$ cat src/rtl/cp0_exc_ctrl.sv
// CP0 exception/interrupt controller: prioritises M-stage exceptions, redirects the PC,
// and keeps Status/Cause/EPC/BadVAddr/Count/Compare.
module cp0_exc_ctrl #(
    parameter int          EXT_INT_W   = 6,
    parameter logic [31:0] EXC_VECTOR  = 32'hBFC0_0380,
    parameter int          SYNC_STAGES = 2
) (
    input  logic                 clk,
    input  logic                 rst,
    input  logic [EXT_INT_W-1:0] ext_int,
    input  logic                 stall,
    input  logic                 inst_valid,
    input  logic [31:0]          pc,
    input  logic [31:0]          badaddr,
    input  logic                 in_delayslot,
    input  logic                 adel_pc,
    input  logic                 adel_ld,
    input  logic                 ades,
    input  logic                 ri,
    input  logic                 sys,
    input  logic                 brk,
    input  logic                 ov,
    input  logic                 eret,
    input  logic                 mtc0_en,
    input  logic [4:0]           mtc0_addr,
    input  logic [31:0]          mtc0_data,
    input  logic [4:0]           mfc0_addr,
    output logic [31:0]          mfc0_data,
    output logic                 exc_valid,
    output logic [4:0]           exc_code,
    output logic                 flush,
    output logic [31:0]          pc_target,
    output logic [31:0]          status_o,
    output logic [31:0]          cause_o,
    output logic [31:0]          epc_o,
    output logic                 timer_int
);
    localparam int HW_IP_W = (EXT_INT_W < 6) ? EXT_INT_W : 6;

    logic [SYNC_STAGES-1:0][EXT_INT_W-1:0] sync_q;
    logic        toggle_q, toggle_d;
    logic [31:0] count_q, count_d, compare_q, compare_d;
    logic [31:0] epc_q, epc_d, badvaddr_q, badvaddr_d;
    logic [7:0]  im_q, im_d;
    logic        exl_q, exl_d, ie_q, ie_d;
    logic        bd_q, bd_d, ti_q, ti_d;
    logic [1:0]  ip_sw_q, ip_sw_d;
    logic [4:0]  exccode_q, exccode_d;

    logic [5:0]  ip_hw;
    logic [7:0]  ip;
    logic        int_pending, commit, exc_any, is_eret;
    logic        take_exc, take_eret, cp0_wr;
    logic [4:0]  code;

    always_comb begin
        ip_hw = '0;
        for (int i = 0; i < HW_IP_W; i++) ip_hw[i] = sync_q[SYNC_STAGES-1][i];
        ip_hw[5] = ip_hw[5] | ti_q;
    end

    assign ip          = {ip_hw, ip_sw_q};
    assign int_pending = ie_q & ~exl_q & (|(im_q & ip));
    assign commit      = inst_valid & ~stall & ~rst;

    always_comb begin
        exc_any = 1'b1;
        is_eret = 1'b0;
        code    = 5'h00;
        if (int_pending)            code = 5'h00;
        else if (adel_pc | adel_ld) code = 5'h04;
        else if (ri)                code = 5'h0A;
        else if (sys)               code = 5'h08;
        else if (brk)               code = 5'h09;
        else if (ades)              code = 5'h05;
        else if (ov)                code = 5'h0C;
        else if (eret) begin
            code    = 5'h0E;
            is_eret = 1'b1;
        end else begin
            exc_any = 1'b0;
        end
    end

    assign exc_valid = commit & exc_any;
    assign flush     = exc_valid;
    assign exc_code  = exc_valid ? code : 5'h00;
    assign pc_target = !exc_valid ? 32'h0 : (is_eret ? epc_q : EXC_VECTOR);
    assign take_exc  = exc_valid & ~is_eret;
    assign take_eret = exc_valid & is_eret;
    // A redirect in flight owns CP0 this cycle, so a coincident mtc0 is dropped.
    assign cp0_wr    = mtc0_en & ~stall & ~exc_valid;

    assign status_o  = {9'b0, 1'b1, 6'b0, im_q, 6'b0, exl_q, ie_q};
    assign cause_o   = {bd_q, ti_q, 14'b0, ip, 1'b0, exccode_q, 2'b0};
    assign epc_o     = epc_q;
    assign timer_int = ti_q & ~rst;

    always_comb begin
        case (mfc0_addr)
            5'd8:    mfc0_data = badvaddr_q;
            5'd9:    mfc0_data = count_q;
            5'd11:   mfc0_data = compare_q;
            5'd12:   mfc0_data = status_o;
            5'd13:   mfc0_data = cause_o;
            5'd14:   mfc0_data = epc_q;
            default: mfc0_data = 32'h0;
        endcase
    end

    always_comb begin
        toggle_d   = ~toggle_q;
        count_d    = count_q + {31'b0, toggle_q};
        compare_d  = compare_q;
        epc_d      = epc_q;
        badvaddr_d = badvaddr_q;
        im_d       = im_q;
        exl_d      = exl_q;
        ie_d       = ie_q;
        bd_d       = bd_q;
        ti_d       = ti_q | (count_q == compare_q);
        ip_sw_d    = ip_sw_q;
        exccode_d  = exccode_q;

        if (cp0_wr) begin
            case (mtc0_addr)
                5'd9:  count_d = mtc0_data;
                5'd11: begin
                    compare_d = mtc0_data;
                    ti_d      = 1'b0;
                end
                5'd12: begin
                    im_d  = mtc0_data[15:8];
                    exl_d = mtc0_data[1];
                    ie_d  = mtc0_data[0];
                end
                5'd13: ip_sw_d = mtc0_data[9:8];
                5'd14: epc_d   = mtc0_data;
                default: ;
            endcase
        end

        if (take_exc) begin
            exl_d     = 1'b1;
            exccode_d = code;
            // Nested exception: keep the original return point.
            if (!exl_q) begin
                bd_d  = in_delayslot;
                epc_d = in_delayslot ? pc - 32'd4 : pc;
            end
            if (code == 5'h04)      badvaddr_d = adel_pc ? pc : badaddr;
            else if (code == 5'h05) badvaddr_d = badaddr;
        end

        if (take_eret) exl_d = 1'b0;
    end

    always_ff @(posedge clk) begin
        if (rst) begin
            sync_q     <= '0;
            toggle_q   <= 1'b0;
            count_q    <= 32'h0;
            compare_q  <= 32'h0;
            epc_q      <= 32'h0;
            badvaddr_q <= 32'h0;
            im_q       <= 8'h0;
            exl_q      <= 1'b0;
            ie_q       <= 1'b0;
            bd_q       <= 1'b0;
            ti_q       <= 1'b0;
            ip_sw_q    <= 2'b0;
            exccode_q  <= 5'h0;
        end else begin
            sync_q[0] <= ext_int;
            for (int s = 1; s < SYNC_STAGES; s++) sync_q[s] <= sync_q[s-1];
            toggle_q   <= toggle_d;
            count_q    <= count_d;
            compare_q  <= compare_d;
            epc_q      <= epc_d;
            badvaddr_q <= badvaddr_d;
            im_q       <= im_d;
            exl_q      <= exl_d;
            ie_q       <= ie_d;
            bd_q       <= bd_d;
            ti_q       <= ti_d;
            ip_sw_q    <= ip_sw_d;
            exccode_q  <= exccode_d;
        end
    end
endmodule

$ cat config.mk
export PLATFORM = sky130hd
export DESIGN_NAME = cp0_exc_ctrl
export DESIGN_NICKNAME = d
export VERILOG_FILES = /design/src/rtl/cp0_exc_ctrl.sv
export SDC_FILE = /design/constraint.sdc
export NUM_CORES = 1
export LEC_CHECK = 0
export ABC_AREA = 1
export BUFFER_PORTS_ARGS = -buffer_cell sky130_fd_sc_hd__buf_2
export CAP_MARGIN = 20
export CELL_PAD_IN_SITES_DETAIL_PLACEMENT = 1
export CELL_PAD_IN_SITES_GLOBAL_PLACEMENT = 1
export CORE_MARGIN = 2
export CORE_UTILIZATION = 36
export CTS_CLUSTER_SIZE = 10
export DETAILED_ROUTE_END_ITERATION = 10
export PLACE_DENSITY_LB_ADDON = 0.1
export SYNTH_ARGS = -nofsm -noshare
export SYNTH_HDL_FRONTEND = slang
export SYNTH_SLANG_ARGS = --single-unit
$ cat constraint.sdc
create_clock -name clk -period 2.91 [get_ports clk]
set_clock_uncertainty 0.2 [all_clocks]
set_input_delay 0 -clock clk [delete_from_list [all_inputs] [get_ports clk]]
set_output_delay 0 -clock clk [all_outputs]
set_load 0.01 [all_outputs]
==> results.json, run 1 <==
{
  "clock_sinks": 159,
  "clk-insertion-delay-late_ns": 0.43,
  "slew_headroom_pct": 46.9,
  "routedWlPerCell_um": 22.3,
  "synth_common_cells": "nor2_1 (223), nand2_1 (211), inv_1 (170), dfxtp_1 (159), a21oi_1 (118)",
  "drtIter0Drc": 1192,
  "yosysSeqAreaShare_pct": 32.0,
  "syn_avg_cell_area_sq_um": 6.67,
  "dp_hpwl_um": 36600,
  "ys_seq_elements": 159,
  "die_y_um": 170,
  "htreeDepth": 4,
  "tightest_slew_ns": 0.789,
  "setup_viol_count_final": 0,
  "cpMaxStageDelayCell": "dlygate4sd3_1",
  "fin_crit_sh_pct": 95.1,
  "hold_viol_final": 0,
  "synth_simple_gate_area_share_pct": 26.6,
  "max_freq_mhz": 361,
  "grt_overflow_total": 0,
  "hold_end": "epc_o[3]",
  "cp_common_cell": "dlygate4sd3_1",
  "ys.warnings.count": 0,
  "slowest_delay_ns": 0.57,
  "setup_ws_ns": 0.142,
  "rows": 60,
  "grt_max_degree": 129,
  "vias": 11986,
  "critical_path.max_fanout": 5,
  "slew_violations": 0,
  "postCtsSetupRepairBufs": 0,
  "cts_buffers": 17,
  "routabilityCongestion": 0.957,
  "preCtsSetupSlack_ns": 0.117,
  "ant_nets": 0,
  "wirelength_um": 49400,
  "cp.buffers_inverters": 6,
  "path_clk_slew_ns": 0.07,
  "r2r-end": "count_q[18]",
  "cts_tree": "yes",
  "antenna_found_initial": 2,
  "grt_use_total_pct": 33.8,
  "p_leak_uw": 0.00612,
  "path_cells": "dlygate4sd3_1 > buf_2 > inv_1 > nand2_1 > nor2_4 > nand3_4 > inv_4 > nand3_2 > o21ai_1 > dlygate4sd3_1 > nand3_1 > dlygate4sd3_1 > nand2_1 > nor2_1",
  "critPathTopFamily": "buffers and inverters",
  "synth_edf_count": 0,
  "start_util_pct": 36.8,
  "r2r_slack_ns": 0.17,
  "netlist_instances": 1489,
  "clockBufferDepth": 2,
  "syn2layout_area_growth_pct": 36.2,
  "setup_tns_ns": 0,
  "yosysMostFrequentCell": "nor2_1",
  "die_w_um": 170,
  "drt_first_pass_iters": 5,
  "die_area_sq_um": 28900,
  "synthMuxAreaShare_pct": 0,
  "min_from": "pc[3]",
  "status": "finished clean",
  "rr_worst_depth": 12,
  "vdd_drop_max_v": 0.000396,
  "end_kind": "register",
  "synth.distinct_cells": 48,
  "syn_area_sq_um": 9940,
  "critPathRequiredTime_ns": 3.04,
  "synth_compound_area_share_pct": 21.5,
  "grt_pass1_wl_um": 73900,
  "synthXorXnorAreaFrac_pct": 4.94,
  "timing.hold.ws_ns": 0.0197,
  "drc_errors": 0,
  "async_reset_ff_share_pct": 0,
  "min_path_cells": 7,
  "synthAdderAreaFrac_pct": 0.378,
  "ys.flop_type": "dfxtp_1",
  "synth_top_family_by_area": "simple AND/OR/NAND/NOR gates",
  "hp-class": "in -> reg",
  "cts_root_buf": "clkbuf_16",
  "final.min_clock_period_ns": 2.77,
  "r2r-start": "count_q[0]",
  "ios": 294,
  "io_buffer_count": 252,
  "power_density_nw_per_um2": 425,
  "drt-vias-per-instance": 5.41,
  "start_kind": "input pin",
  "rsz0062_at_grt": "false",
  "synth_top_area_share_pct": 32.0,
  "drive_gt1_share_pct": 18.6,
  "final_nets": 1990,
  "synth_top_area_cell": "dfxtp_1",
  "grt_pass1_vias": 12138,
  "worstPathArrival_ns": 2.90,
  "synth_area_leaders": "dfxtp_1 (32%), nor2_1 (8.4%), nand2_1 (8.0%)",
  "path_class": "in -> reg",
  "core_sq_um": 27000,
  "num-fill-cells": 3546,
  "drv_cap": 0
}
-- cell families after synthesis --
logic type / Yosys count
AOI/OAI and AO/OA: 372
xor gates and xnor gates: 56
adders and majority gates: 3
buffers and inverters: 307
DFF: 159
other: 2
and+or+nand+nor: 590
-- cell usage in the layout, fill, tap and decap left out, types with 5 or more instances in the layout --
cell           netlist  layout
a21oi_1            118     118
a221o_1              5       5
a221oi_1            12      12
a22oi_1             15      15
buf_2               26     252
buf_4               56      26
clkbuf_16            0      17
conb_1               2      41
dfxtp_1            159     158
dlygate4sd3_1        0     162
inv_1              170     169
inv_6                0       7
nand2_1            211     211
nand3_1             49      49
nand3_2              5       5
nand3_4              4       5
nand4_1             45      45
nor2_1             223     223
nor2_2               6       5
nor3_1              25      25
o2111ai_1            5       5
o211ai_1            10      10
o21ai_0            101     100
o21ai_1             37      38
o221ai_1             7       7
o22ai_1             57      57
xnor2_1             13      13
xor2_1              43      43
-- sequential cells by signal (all words and copies together) (netlist names) --
register / count
ti_q: 1
exccode_q: 4
epc_o: 32
count_q: 32
exl_q: 1
ip_sw_q: 2
cause_o: 5
compare_q: 32
ie_q: 1
im_q: 8
sync_q: 7
bd_q: 1
toggle_q: 1
badvaddr_q: 32
-- metrics by stage --
| stage | instance area (sq um) | power, uW | std cells | utilization, % |
|---|---|---|---|---|
| 6_report | 13500 | 5760 | 2216 | 50.1 |
| 5_1_grt | 13500 | 5950 | 2215 | 50.1 |
| 4_1_cts | 13500 | 5720 | 2214 | 50.0 |
| 3_5_place_dp | 11300 | 3100 | 2020 | 41.7 |
| 3_3_place_gp | 11300 | 3080 | 2020 | 41.7 |
| 2_1_floorplan | 10100 | 2780 | 1528 | - |
-- what timing repair did --
action	4_1_cts	5_1_grt
hold endpoints to repair	151	0
gates resized for setup	0	5
hold buffers	162	0
setup endpoints to repair	0	19
-- metal layers --
metal / vias to the layer above / share of wire, % / global-route usage (%)
met4: 2 / 2.6 / 9.70
met1: 5819 / 44 / 45.4
met3: 67 / 5.8 / 5.09
met5: - / 0.026 / 0
met2: 462 / 47 / 56.0
li1: 5636 / - / -
-- worst max-delay path by stage --
stage	startpoint	to	slack, ns	depth (start not counted)
final	pc[4]	epc_o[28]	0.14	14
after CTS	in_delayslot	epc_o[28]	0.09	13
after global routing	ip_sw_q[0]	epc_o[14]	0.009	12
after detailed placement	count_q[0]	count_q[18]	0.12	12
after floorplan	count_q[0]	count_q[18]	0.86	12
after global placement	count_q[0]	count_q[18]	0.12	12
-- power breakdown --
part           internal [uW]  total, uW  leakage [uW]  switching [uW]
Sequential              2240       2330       0.00129            81.3
Clock                   1410       2480      0.000307            1070
Combinational            405        948       0.00452             543
-- worst reg2reg max path: stages (launching register included) --
cell and delay, ns:
dfxtp_2 0.46, ha_1 0.25, ha_1 0.28, nand3_1 0.22, inv_1 0.11, nand2_1 0.09
nor2_1 0.22, nand3_1 0.20, o21ai_0 0.23, inv_1 0.06, o21ai_0 0.15, nand2_1 0.07
a21oi_1 0.13
-- layout make-up --
cell class              count  area [sq um]  share of cell area [%]
multi-input cells        1063          5490                    40.5
diodes                      1          2.50                  0.0185
clock buffers              18           439                    3.24
repair buffers            443          3140                    23.2
inverters                 177           669                    4.94
clock inverters            14           190                    1.40
flip-flops and latches    159          3180                    23.5
well taps                 341           427                    3.15
Note: power is estimated with default switching activity, not from simulation.
==> run 2, diff against run 1 <==
--- a/config.mk
+++ b/config.mk
@@ -11,7 +11,7 @@
 export CELL_PAD_IN_SITES_DETAIL_PLACEMENT = 1
 export CELL_PAD_IN_SITES_GLOBAL_PLACEMENT = 1
 export CORE_MARGIN = 2
-export CORE_UTILIZATION = 36
+export CORE_UTILIZATION = 39
 export CTS_CLUSTER_SIZE = 10
 export DETAILED_ROUTE_END_ITERATION = 10
 export PLACE_DENSITY_LB_ADDON = 0.1
==> constraint.sdc (replaced) <==
create_clock -name clk -period 3.3 [get_ports clk]
set_clock_uncertainty 0.2 [all_clocks]
set_input_delay 0 -clock clk [delete_from_list [all_inputs] [get_ports clk]]
set_output_delay 0 -clock clk [all_outputs]
set_load 0.01 [all_outputs]
==> run 2 against run 1 <==
Sequential power decreased by 12%. Register-to-register slack got worse by 0.02 ns. Worst hold slack improved by 0.058 ns. Critical path depth decreased by 3. Final area about the same.
==> results.json, run 2 (synthesis results as in run 1) <==
{
  "wirelength_um": 50700,
  "max_freq_mhz": 318,
  "syn2layout_area_growth_pct": 36.3,
  "slew_violations": 0,
  "num-fill-cells": 3327,
  "tightest_slew_ns": 0.814,
  "cts_root_buf": "clkbuf_16",
  "preCtsSetupSlack_ns": 0.552,
  "path_clk_slew_ns": 0.08,
  "clock_sinks": 159,
  "rsz0062_at_grt": "false",
  "min_path_cells": 5,
  "drt-vias-per-instance": 5.61,
  "antenna_cells": 0,
  "postCtsSetupRepairBufs": 0,
  "cts_tree": "yes",
  "critical_path.max_fanout": 32,
  "hp-class": "in -> reg",
  "setup_ws_ns": 0.154,
  "path_class": "reg -> reg",
  "vdd_drop_max_v": 0.000289,
  "drtIter0Drc": 1204,
  "rows": 58,
  "htreeDepth": 4,
  "final_cell_mix": "buf_2 (252), nor2_1 (220), nand2_1 (211)",
  "vias": 12407,
  "cpMaxStageDelayCell": "dlygate4sd3_1",
  "end_kind": "register",
  "routedWlPerCell_um": 22.9,
  "status": "finished clean",
  "antenna_found_initial": 1,
  "worstPathArrival_ns": 3.33,
  "drc_errors": 0,
  "final_common_cell": "buf_2",
  "slew_headroom_pct": 45.7,
  "final_nets": 1997,
  "grt_max_degree": 129,
  "r2r-start": "ti_q",
  "core_sq_um": 25100,
  "p_leak_uw": 0.00615,
  "timing.hold.ws_ns": 0.0778,
  "final.min_clock_period_ns": 3.15,
  "critPathRequiredTime_ns": 3.48,
  "grt_pass1_vias": 12155,
  "io_buffer_count": 252,
  "setup_viol_count_final": 0,
  "dp_hpwl_um": 35500,
  "ant_nets": 0,
  "rr_worst_depth": 11,
  "critPathLaunch": "ti_q",
  "die_y_um": 164,
  "min_from": "mtc0_en",
  "slowest_delay_ns": 0.59,
  "routabilityCongestion": 0.960,
  "grt_use_total_pct": 37.0,
  "start_kind": "register",
  "hold_viol_final": 0,
  "drt_first_pass_iters": 5,
  "grt_pass1_wl_um": 74100,
  "ios": 294,
  "die_w_um": 164,
  "cts_buffers": 17,
  "die_area_sq_um": 26800,
  "start_util_pct": 39.6,
  "clockBufferDepth": 2,
  "clk-insertion-delay-late_ns": 0.44,
  "drv_cap": 0,
  "finalPower_uw": 4880,
  "drive_gt1_share_pct": 18.0,
  "fin_crit_sh_pct": 95.3,
  "power_density_nw_per_um2": 360,
  "setup_tns_ns": 0,
  "path_cells": "or2_4 > nand2_1 > nand3_2 > nand2_4 > nand3_2 > nor2_2 > buf_6 > o22ai_1 > dlygate4sd3_1 > a21oi_1 > dlygate4sd3_1",
  "grt_overflow_total": 0
}
[run 2: changes by cell type in the layout (fill, tap and decap cells not counted), sizes merged, moves of 3 or more]
cell         change
bufinv           -3
dlygate4sd3     +19
clkinv           +4
buf             -11
[run 2: worst paths after layout]
| check | slack (ns) | end |
|---|---|---|
| min reg2reg | 0.21 | cause_o[12] |
| max reg2reg | 0.15 | badvaddr_q[4] |
| min | 0.08 | compare_q[6] |
| max | 0.15 | badvaddr_q[4] |
[run 2: worst max-delay path, delay by kind of cell, from the launching register on]
| family | cells | cell delay, ns |
|---|---|---|
| simple gates | 6 | 0.83 |
| flops | 1 | 0.33 |
| buf+inv | 3 | 1.43 |
| compound gates | 2 | 0.28 |
[run 2: metrics by stage]
step / utilization (%) / cells / area (sq um)
after detailed placement: 44.4 / 1998 / 11100
after floorplan: - / 1528 / 10100
final: 53.9 / 2211 / 13500
after CTS: 53.9 / 2211 / 13500
after global routing: 53.9 / 2211 / 13500
after global placement: 44.4 / 1998 / 11100
[run 2: final cells by class]
type | count | area, sq um | share of cell area, %
inverter | 177 | 667 | 4.92
sequential | 159 | 3180 | 23.5
timing repair buffer | 451 | 3240 | 23.9
multi-input combinational | 1062 | 5480 | 40.4
clock buffer | 17 | 425 | 3.14
clock inverter | 15 | 143 | 1.05
tap | 330 | 413 | 3.05
[run 2: timing repair]
item / 4_1_cts / 5_1_grt
hold buffers: 181 / 0
resized for setup: 0 / 5
endpoints found under the hold margin: 156 / 0
setup endpoints to repair: 0 / 4
[run 2: routing by layer]
metal	vias to the layer above	GRT usage [%]	share of wire, %
met5	-	0	0.026
met4	2	11.8	3.1
met3	103	6.86	8.7
met2	664	60.9	47
met1	6001	49.0	41
li1	5637	-	-
[run 2: where the power goes]
part	internal, uW	switching (uW)	total [uW]
logic	364	494	857
clock network	1000	977	1980
registers	1980	64.5	2040
==> run 3, diff against run 2 <==
--- a/config.mk
+++ b/config.mk
@@ -8,7 +8,7 @@
 export ABC_AREA = 1
 export BUFFER_PORTS_ARGS = -buffer_cell sky130_fd_sc_hd__buf_2
 export CAP_MARGIN = 20
-export CELL_PAD_IN_SITES_DETAIL_PLACEMENT = 1
+export CELL_PAD_IN_SITES_DETAIL_PLACEMENT = 0
 export CELL_PAD_IN_SITES_GLOBAL_PLACEMENT = 1
 export CORE_MARGIN = 2
 export CORE_UTILIZATION = 39
==> run 3 against run 2 <==
Register-to-register slack worse by 0.02 ns. Fmax down 0.49%. Total power up 2.8%. Sequential power about the same. Sequential cell count unchanged. Count of clock-buffer cells in the layout up 2. Worst hold slack worse by 0.053 ns. Combinational power down 2.9%. First-iteration DRC count down 7.1%. Wire length down 9.5%. Core utilization up 0.46 points. Critical path type unchanged.
==> results.json, run 3 (synthesis results as in run 1) <==
{
  "preCtsSetupSlack_ns": 0.584,
  "routabilityCongestion": 0.960,
  "regArea_sq_um": 3180,
  "rsz0062_at_grt": "false",
  "min_from": "mtc0_addr[1]",
  "final_nets": 2004,
  "grt_max_degree": 129,
  "slew_headroom_pct": 47.9,
  "critical_path.max_fanout": 23,
  "r2r-end": "ip_sw_q[0]",
  "die_w_um": 164,
  "grt_pass1_vias": 11263,
  "multi_input_area_sq_um": 5490,
  "start_kind": "register",
  "tightest_slew_ns": 0.780,
  "ant_nets": 0,
  "fin_crit_sh_pct": 95.8,
  "worstPathArrival_ns": 3.28,
  "final.min_clock_period_ns": 3.16,
  "hold_viol_final": 0,
  "grt_use_total_pct": 33.5,
  "clockBufferDepth": 2,
  "htreeDepth": 4,
  "io_buffer_count": 252,
  "rr_worst_depth": 11,
  "setup_viol_count_final": 0,
  "min_path_cells": 7,
  "r2r-start": "ti_q",
  "end_kind": "register",
  "drt_first_pass_iters": 6,
  "r2r_slack_ns": 0.14,
  "die_area_sq_um": 26800,
  "path_class": "reg -> reg",
  "setup_tns_ns": 0,
  "finalPower_uw": 5010,
  "p_leak_uw": 0.00620,
  "core_sq_um": 25100,
  "status": "finished clean",
  "hold_end": "ip_sw_q[1]",
  "antenna_cells": 0,
  "wirelength_um": 45900,
  "cts_root_buf": "clkbuf_16",
  "cts_buffers": 17,
  "start_util_pct": 39.6,
  "slew_violations": 0,
  "vdd_drop_max_v": 0.000305,
  "critPathRequiredTime_ns": 3.42,
  "grt_pass1_wl_um": 67300,
  "hp-class": "in -> reg",
  "final_cell_mix": "buf_2 (252), nor2_1 (221), nand2_1 (211)",
  "vias": 11964,
  "cts_tree": "yes",
  "num-fill-cells": 2606,
  "clk-insertion-delay-late_ns": 0.44,
  "drc_errors": 0,
  "drv_cap": 0,
  "setup_ws_ns": 0.138,
  "ios": 294,
  "path_clk_slew_ns": 0.07,
  "die_y_um": 164,
  "drt-vias-per-instance": 5.39,
  "antenna_found_initial": 0,
  "drive_gt1_share_pct": 18.0,
  "max_freq_mhz": 316,
  "syn2layout_area_growth_pct": 37.5,
  "drtIter0Drc": 1119,
  "power_density_nw_per_um2": 367,
  "clock_sinks": 159,
  "routedWlPerCell_um": 20.7,
  "grt_overflow_total": 0,
  "postCtsSetupRepairBufs": 0,
  "rows": 58,
  "dp_hpwl_um": 33600,
  "final_common_cell": "buf_2"
}
[run 3: cell types whose count changed in the layout (fill, tap and decap cells not counted), sizes merged]
cell         delta
clkbuf          +2
dlygate4sd3     +6
clkinvlp        -1
bufinv          +2
nand2           +1
clkinv          -2
inv             -1
[run 3: final cells by class]
class | count | area share, %
clock buffers | 19 | 3.32
well taps | 330 | 3.02
inverters | 177 | 4.88
clock inverters | 13 | 1.22
multi-input cells | 1063 | 40.2
flip-flops and latches | 159 | 23.3
repair buffers | 457 | 24.1
[run 3: worst max-delay path: stages, from the launching register on]
cell and delay [ns]:
dfxtp_1 0.33, or2_4 0.26, nand2_1 0.07, nand3_2 0.11
nand2_4 0.14, nand2_4 0.13, nand2_8 0.22, nand3_1 0.17
o21ai_0 0.21, dlygate4sd3_1 0.59, a21oi_1 0.04, dlygate4sd3_1 0.55
[run 3: power by group]
group          total [uW]  leakage [uW]  internal (uW)  switching [uW]
combinational         832       0.00460            367             465
sequential           2040       0.00129           1980            62.5
clock                2140      0.000307           1190             950
[run 3: routing by layer]
metal / global-route usage (%) / share of wire [%] / vias to the layer above
met5: 0 / 0 / -
met4: 11.1 / 3.0 / 0
met3: 6.07 / 7.7 / 77
met2: 52.4 / 46 / 562
met1: 46.5 / 44 / 5648
li1: - / - / 5677
[run 3: worst max-delay path by stage]
stage,from,endpoint,slack [ns],cells past startpoint
6_report,ti_q,ip_sw_q[0],0.14,11
5_1_grt,pc[2],epc_o[30],0.003,17
4_1_cts,pc[6],epc_o[29],0.17,16
3_5_place_dp,ti_q,count_q[13],0.58,10
3_3_place_gp,ti_q,count_q[13],0.64,10
2_1_floorplan,count_q[0],count_q[18],1.25,12
[run 3: what timing repair did]
action / CTS / global route
endpoints found under the setup margin: 0 / 3
resized for setup: 0 / 4
hold buffers: 187 / 0
endpoints found under the hold margin: 157 / 0
[run 3: through the flow]
| stage | hold slack, ns | cells | utilization (%) | instance area, sq um |
|---|---|---|---|---|
| 2_1_floorplan | -0.0930 | 1528 | - | 10100 |
| 3_3_place_gp | 0.00212 | 1998 | 44.4 | 11100 |
| 3_5_place_dp | 0.00752 | 1998 | 44.4 | 11100 |
| 4_1_cts | 0.0111 | 2217 | 54.3 | 13600 |
| 5_1_grt | 0.0941 | 2218 | 54.4 | 13700 |
| 6_report | 0.0245 | 2218 | 54.4 | 13700 |
